==> config.mk <==
export PLATFORM = sky130hd
export DESIGN_NAME = uart_rx
export DESIGN_NICKNAME = d
export VERILOG_FILES = /design/src/rtl/uart_pkg.sv /design/src/rtl/uart_rx_fifo.sv /design/src/rtl/uart_rx.sv
export SDC_FILE = /design/constraint.sdc
export NUM_CORES = 1
export LEC_CHECK = 0
export ABC_CLOCK_PERIOD_IN_PS = 2800
export CORE_ASPECT_RATIO = 0.75
export CORE_MARGIN = 3
export CORE_UTILIZATION = 35
export DETAILED_ROUTE_END_ITERATION = 6
export HOLD_SLACK_MARGIN = 0.05
export MAX_ROUTING_LAYER = met4
export PLACE_DENSITY = 0.62
export SYNTH_ARGS = -nofsm -noshare
export SYNTH_HDL_FRONTEND = slang
export SYNTH_HIERARCHICAL = 1
export SYNTH_SLANG_ARGS = --single-unit
==> constraint.sdc <==
create_clock -name CLOCK_50 -period 2.8 [get_ports CLOCK_50]
set_clock_uncertainty 0.1 [all_clocks]
set_input_delay 0.28 -clock CLOCK_50 [delete_from_list [all_inputs] [get_ports CLOCK_50]]
set_output_delay 0.28 -clock CLOCK_50 [all_outputs]
set_load 0.02 [all_outputs]
==> src/rtl/uart_pkg.sv <==
// Shared types and constants for the UART receive path.
package uart_pkg;

  localparam int DEF_CLKS_PER_BIT = 5208;
  localparam int DATA_BITS = 8;

  typedef enum logic [2:0] {
    IDLE,
    START,
    DATA,
    STOP,
    BREAK
  } rx_state_t;

endpackage

==> src/rtl/uart_rx_fifo.sv <==
// First-word fall-through receive FIFO; a pop frees the slot a same-cycle
// push needs, so a full FIFO can accept while draining.
module uart_rx_fifo
  import uart_pkg::*;
#(
  parameter int WIDTH = DATA_BITS,
  parameter int DEPTH = 4
) (
  input  logic             clk,
  input  logic             rst,
  input  logic             push,
  input  logic [WIDTH-1:0] din,
  output logic             full,
  input  logic             pop,
  output logic [WIDTH-1:0] dout,
  output logic             empty
);

  localparam int AW = $clog2(DEPTH);

  logic [WIDTH-1:0] mem [DEPTH];
  logic [AW:0]      wptr;
  logic [AW:0]      rptr;
  logic             do_push;
  logic             do_pop;

  assign empty = (wptr == rptr);
  assign full = (wptr[AW] != rptr[AW]) &&
                (wptr[AW-1:0] == rptr[AW-1:0]);
  assign do_pop = pop && !empty;
  assign do_push = push && (!full || do_pop);
  assign dout = empty ? '0 : mem[rptr[AW-1:0]];

  always_ff @(posedge clk) begin
    if (rst) begin
      wptr <= '0;
      rptr <= '0;
    end else begin
      if (do_push) wptr <= wptr + 1'b1;
      if (do_pop) rptr <= rptr + 1'b1;
    end
  end

  always_ff @(posedge clk) begin
    if (do_push) mem[wptr[AW-1:0]] <= din;
  end

endmodule

==> src/rtl/uart_rx.sv <==
// 8N1 serial receiver: synchronizer, mid-bit sampling FSM and FWFT FIFO
// with single-cycle framing-error and overrun pulses.
module uart_rx
  import uart_pkg::*;
#(
  parameter int CLKS_PER_BIT = DEF_CLKS_PER_BIT,
  parameter int FIFO_DEPTH = 4
) (
  input  logic                 CLOCK_50,
  input  logic                 KEY,
  input  logic                 UART_RXD,
  output logic [DATA_BITS-1:0] rx_data,
  output logic                 rx_valid,
  input  logic                 rx_ready,
  output logic                 frame_err,
  output logic                 overrun,
  output logic                 busy
);

  localparam int CW = $clog2(CLKS_PER_BIT);
  localparam int HALF = CLKS_PER_BIT / 2;
  localparam logic [CW-1:0] BIT_END = CW'(CLKS_PER_BIT - 1);
  localparam logic [CW-1:0] MID_END = CW'(HALF - 1);
  localparam logic [2:0] LAST_BIT = 3'(DATA_BITS - 1);

  logic                 rxd_m;
  logic                 rxd_s;
  rx_state_t            state_q;
  rx_state_t            state_d;
  logic [CW-1:0]        cnt_q;
  logic [CW-1:0]        cnt_d;
  logic [2:0]           bit_q;
  logic [2:0]           bit_d;
  logic [DATA_BITS-1:0] shreg_q;
  logic [DATA_BITS-1:0] shreg_d;
  logic                 push_q;
  logic                 push_d;
  logic                 ferr_q;
  logic                 ferr_d;
  logic                 full;
  logic                 empty;

  always_ff @(posedge CLOCK_50) begin
    if (KEY) begin
      rxd_m <= 1'b1;
      rxd_s <= 1'b1;
    end else begin
      rxd_m <= UART_RXD;
      rxd_s <= rxd_m;
    end
  end

  always_ff @(posedge CLOCK_50) begin
    if (KEY) begin
      state_q <= IDLE;
      cnt_q   <= '0;
      bit_q   <= '0;
      shreg_q <= '0;
      push_q  <= 1'b0;
      ferr_q  <= 1'b0;
    end else begin
      state_q <= state_d;
      cnt_q   <= cnt_d;
      bit_q   <= bit_d;
      shreg_q <= shreg_d;
      push_q  <= push_d;
      ferr_q  <= ferr_d;
    end
  end

  always_comb begin
    state_d = state_q;
    cnt_d   = cnt_q + 1'b1;
    bit_d   = bit_q;
    shreg_d = shreg_q;
    unique case (state_q)
      IDLE: begin
        cnt_d = '0;
        if (!rxd_s) state_d = START;
      end
      START: begin
        if (cnt_q == MID_END) begin
          cnt_d = '0;
          bit_d = '0;
          state_d = rxd_s ? IDLE : DATA;
        end
      end
      DATA: begin
        if (cnt_q == BIT_END) begin
          cnt_d = '0;
          shreg_d = {rxd_s, shreg_q[DATA_BITS-1:1]};
          bit_d = bit_q + 1'b1;
          if (bit_q == LAST_BIT) state_d = STOP;
        end
      end
      STOP: begin
        if (cnt_q == BIT_END) begin
          cnt_d = '0;
          state_d = rxd_s ? IDLE : BREAK;
        end
      end
      BREAK: begin
        cnt_d = '0;
        if (rxd_s) state_d = IDLE;
      end
      default: state_d = IDLE;
    endcase
  end

  // Stop-bit verdict is registered so push and frame_err line up.
  always_comb begin
    busy   = (state_q != IDLE);
    push_d = 1'b0;
    ferr_d = 1'b0;
    if (state_q == STOP && cnt_q == BIT_END) begin
      push_d = rxd_s;
      ferr_d = !rxd_s;
    end
  end

  uart_rx_fifo #(
    .WIDTH(DATA_BITS),
    .DEPTH(FIFO_DEPTH)
  ) u_fifo (
    .clk  (CLOCK_50),
    .rst  (KEY),
    .push (push_q),
    .din  (shreg_q),
    .full (full),
    .pop  (rx_ready),
    .dout (rx_data),
    .empty(empty)
  );

  assign rx_valid  = !empty;
  assign frame_err = ferr_q;
  assign overrun   = push_q && full && !rx_ready;

endmodule

# Word level (Yosys, flattened, before mapping)
# Memory sizes are Yosys's and may differ from the RTL's. A register that Yosys moved wholly into a read port is not among the register bits.
# Index checks and enable logic that the tools add are counted.
# W data, S select, Z words.
# op_classes
reduce_logical	20
n_bitwise	1
n_addsub	4
mux	20
eq_ne	16
# ops
operator	count
$pmux W13 S3	1
$mux W3	9
$mux W13	2
$pmux W3 S5	1
$add A13 B1 Y13 const B	1
$eq A13 B12 Y1 const B	1
$eq A13 B13 Y1 const B	1
$ne A2 B2 Y1 const B	6
$add A3 B1 Y3 const B	3
$mux W8	1
$eq A3 B2 Y1 const B	2
$eq A3 B3 Y1 const B	2
$logic_and A1 B1 Y1	6
$mux W2	3
$pmux W3 S2	1
$reduce_and A6 Y1	1
$reduce_or A2 Y1	3
$logic_not A1 Y1	4
$eq A3 B1 Y1 const B	1
$eq A3 B3 Y1	1
$logic_not A3 Y1	1
$reduce_and A3 Y1	1
$reduce_bool A3 Y1	1
$eq A2 B2 Y1	1
other kinds (6)	7
# totals
reg_bits	37
mem_count	1
out_inout_bits	12
ram_bits	32
word_cells	72
# mem_list
name	depth	word_bits	rd	rd_ports_with_merged_regs	write_ports	line_no	rtl
u_fifo.mem	4	8	1	1	1	uart_rx_fifo.sv:21	logic [WIDTH-1:0] mem [DEPTH];

# Longest topological paths before layout
# logic_depth
depth_word	7
depth_mapped	7

# By module
# The synthesis kept the hierarchy.
# modules_own_cells
mod	cells_per_inst	seq_area_each_um2	instances	area_per_inst_um2
uart_rx_fifo	104	1121.1	1	1707.9
uart_rx	150	620.6	1	1412.6

# Worst setup path before layout
# Ideal clock, no wire load.
# synth_path
path_type	register -> register
from	register cnt_q[0]
to	register state_q[1]
setup_time_ns	0.121
arrival_ns	2.105
path_buffers	0
path_slack_ns	0.474
stages_incl_launch_ff	7
cell_sequence	dfxtp_1 ha_1 or3b_4 or4_4 a2bb2oi_4 o21ai_2 mux2_4
# synth_via
elab_chain_cells	3
# synth_lines
item	line_no	rtl
start: declaration	uart_rx.sv:30	logic [CW-1:0] cnt_q;
start signal: assignment	uart_rx.sv:63	cnt_q <= cnt_d;
$eq A13 B13 Y1 or $eq A13 B12 Y1 (tied branches)	uart_rx.sv:89, uart_rx.sv:97, uart_rx.sv:82	
$ne A2 B2 Y1 (no line)	n/a	
$reduce_and A6 Y1 (no line) *	n/a	
end signal: assignment	uart_rx.sv:62	state_q <= state_d;
end: declaration	uart_rx.sv:28	rx_state_t state_q;
# Every way passes the cells marked *; elsewhere a longest branch is shown, timed or not.
# A chain may end at the register's enable or synchronous reset.

# Final worst setup path
# layout_path
from	register u_fifo.wptr[0]
to	output port rx_data[2]
# layout_via
elab_chain_cells	2
# layout_lines
item	line_no	rtl
start: declaration	uart_rx_fifo.sv:22	logic [AW:0] wptr;
start signal: assignment	uart_rx_fifo.sv:39	if (do_push) wptr <= wptr + 1'b1;
$eq A3 B3 Y1	uart_rx_fifo.sv:27	assign empty = (wptr == rptr);
named net empty	uart_rx.sv:41	logic empty;
$mux W8	uart_rx_fifo.sv:32	assign dout = empty ? '0 : mem[rptr[AW-1:0]];
end: declaration	uart_rx.sv:12	output logic [DATA_BITS-1:0] rx_data,
# The timed path passes the listed nets, and every way through them passes these cells.

==> results.yml <==
die:
  ios: 16
  die_width_um: 115
  rows: 29
  start_util_pct: 36.4
  core-area_um2: 8560
  fp.dieH_um: 87.8
  die_area_um2: 10100
synth:
  synth_nets: 266
  syn_avg_cell_area_um2: 12.3
  syn_inst: 254
  ys_ff_latch: 71
  yosysSeqAreaShare_pct: 55.8
  synth.area.top_cells: "edfxtp_1 31%, dfxtp_1 25%, mux4_2 5.8%"
  synth.yosys.warnings: 6
  yosys.area.top_type: "edfxtp_1"
  syn_area_um2: 3120
  synthDistinctLibCells: 48
  synth_top_area_share_pct: 30.8
worst_setup_path:
  r2r-end: "state_q[2]"
  crit_arrival_ns: 2.09
  crit_path_start_kind: "register"
  r2r_start: "cnt_q[0]"
  r2r_setup_slack_ns: 0.51
  crit_path_end: "rx_data[2]"
  worstSetupPathType: "reg -> out"
  critPathCaptureType: "output pin"
  worstPathRequired_ns: 2.42
  startpoint: "u_fifo/wptr[0]"
  worstPathMaxFanout: 10
  rr_worst_depth: 6
clock_network:
  root_buffer: "clkbuf_16"
  hold_buffers: 0
  tritoncts: "done"
  cts_buffer_depth: 2
  worstSkewPairLatency_ns: 0.33
  clkSinkCount: 71
  cts_resized: 0
  cts_setup_buffers: 0
  cts_buffers: 9
  clk_pin_slew_worst_paths_ns: 0.06
  cts.htree.levels: 3
sta:
  hold_violations: 0
  worst_pin_slew_ns: 0.485
  finalSetupViolCount: 0
  min_period_ns: 2.47
  fin_tns_setup_ns: 0
  period_share_pct: 88.4
  relSlewSlack_pct: 67.7
  rsz0062_at_grt: "false"
  fmax_ghz: 0.404
  drv_slew: 0
layout:
  fillCellCount: 812
  fin_util_pct: 43.6
  nets: 289
  layout_commonest_cell: "dfxtp_1"
  drive_gt1_share_pct: 17.0
  multi_input_area_um2: 1310
  area_growth_pct: 19.6
  antennaDiodeCount: 0
  final_cell_mix: "39 x dfxtp_1, 32 x edfxtp_1, 30 x nor2_1"
  regArea_um2: 1740
global_route:
  grt_pass1_wl_um: 8910
  grt-ovfl-total: 0
  first_global_vias: 1809
  use_met1_pct: 15.6
  busiest_layer: "met2"
  grt_max_degree: 21
  use_met3_pct: 3.59
  antenna_found_initial: 0
  grt_use_total_pct: 12.1
  use_met2_pct: 17.1
routing:
  vias: 1884
  avgRoutedWirePerCell_um: 13.7
  drc_errors: 0
  first_pass_iters: 4
  vias_per_cell: 4.83
  ant_nets: 0
  wl_um: 5340
  drtIter0Drc: 54
placement:
  io_buffer_count: 15
  gp_congestion: 0.783
  dpl.hpwl_um: 3640
flow_run:
  cap_violations: 0
power_and_ir_drop:
  p_total_mw: 2.50
  powerDensity_nw_per_um2: 669
  p_leak_nw: 1.37
  ir_drop_v: 0.000299
status:
  status: "finished, final reports clean"
worst_hold_path:
  hold_path.class: "reg -> reg"
[how the worst min path moves through the flow]
stage             start     to  slack (ns)  depth (start not counted)
3_3_place_gp      rxd_m  rxd_s        0.29                          1
6_report          rxd_m  rxd_s        0.31                          1
2_1_floorplan  UART_RXD  rxd_m        0.28                          1
5_1_grt           rxd_m  rxd_s        0.32                          1
3_5_place_dp      rxd_m  rxd_s        0.30                          1
4_1_cts           rxd_m  rxd_s        0.31                          1
[area by class of cell]
cell class,instances,share of cell area (%)
Clock inverter,5,2.18
Tap cell,108,3.62
Timing Repair Buffer,20,5.03
Multi-Input combinational cell,166,35.1
Clock buffer,11,6.51
Inverter,9,0.905
Sequential cell,71,46.7
[state kept, by name (all words and copies together) (netlist names), named ones only]
register	count
u_fifo/mem	32
u_fifo/rptr	3
cnt_q	13
push_q	1
state_q	3
bit_q	3
rxd_m	1
shreg_q	8
frame_err	1
rxd_s	1
u_fifo/wptr	3
[routing by layer]
layer | part of all wire, % | routed length (um) | up-vias
li1 | - | - | 957
met1 | 50 | 2680 | 891
met2 | 44 | 2360 | 28
met3 | 3.9 | 208 | 8
met4 | 1.7 | 90 | 0
met5 | 0 | 0 | -
[where the power goes]
| group | switching [mW] | leakage [nW] | internal (mW) |
|---|---|---|---|
| Clock | 0.415 | 0.156 | 0.803 |
| Combinational | 0.0924 | 0.601 | 0.0934 |
| Sequential | 0.00957 | 0.611 | 1.08 |
| Total | 0.517 | 1.37 | 1.98 |
[cells in the mapped netlist (all sizes together)]
| library cell | count |
|---|---|
| ha | 8 |
| inv | 9 |
| nand3 | 4 |
| a31oi | 2 |
| and4 | 1 |
| o41a | 1 |
| nand4 | 4 |
| a211oi | 1 |
| nor4 | 2 |
| or2 | 4 |
| nor2 | 30 |
| or3b | 2 |
| or4bb | 1 |
| or4b | 1 |
| mux4 | 8 |
| mux2i | 12 |
| a32oi | 1 |
| and2 | 4 |
| nand2 | 15 |
| a21o | 1 |
| mux2 | 6 |
| buf | 3 |
| or4 | 1 |
| and3 | 4 |
| a21oi | 5 |
| nand3b | 3 |
| nor2b | 12 |
| dfxtp | 39 |
| xnor2 | 4 |
| nor3 | 6 |
| xor2 | 13 |
| clkbuf | 5 |
| nand2b | 2 |
| a2bb2oi | 1 |
| a311o | 1 |
| edfxtp | 32 |
| a41oi | 1 |
| nand4b | 1 |
| or3 | 2 |
| o21ai | 2 |
[per-stage QoR]
| stage | instance area [um2] | setup WS, ns | std cells | hold slack, ns |
|---|---|---|---|---|
| after floorplan | 3120 | 0.474 | 254 | 0.284 |
| final | 3730 | 0.326 | 390 | 0.309 |
| after detailed placement | 3410 | 0.513 | 374 | 0.297 |
| after CTS | 3730 | 0.292 | 390 | 0.310 |
| after global routing | 3730 | 0.146 | 390 | 0.321 |
| after global placement | 3410 | 0.545 | 374 | 0.294 |
[cells by family (layout without fill, tap and decap cells)]
| group | count (synthesis) | in the layout | synth area share, % |
|---|---|---|---|
| xor+xnor | 17 | 17 | 4.77 |
| flops | 71 | 71 | 55.8 |
| mux | 26 | 26 | 12.1 |
| buf+inv | 17 | 45 | 2.25 |
| simple gates | 99 | 99 | 17.6 |
| compound gates | 16 | 16 | 4.25 |
| fa+ha+maj | 8 | 8 | 3.21 |
[critical path, cell delays in order (launching register included)]
cell and delay (ns):
dfxtp_1 0.46, xor2_1 0.31, nor3_2 0.08, buf_4 0.18
nor2b_1 0.13, clkdlybuf4s50_1 0.61
No activity file was read; power rests on OpenSTA's default activity.
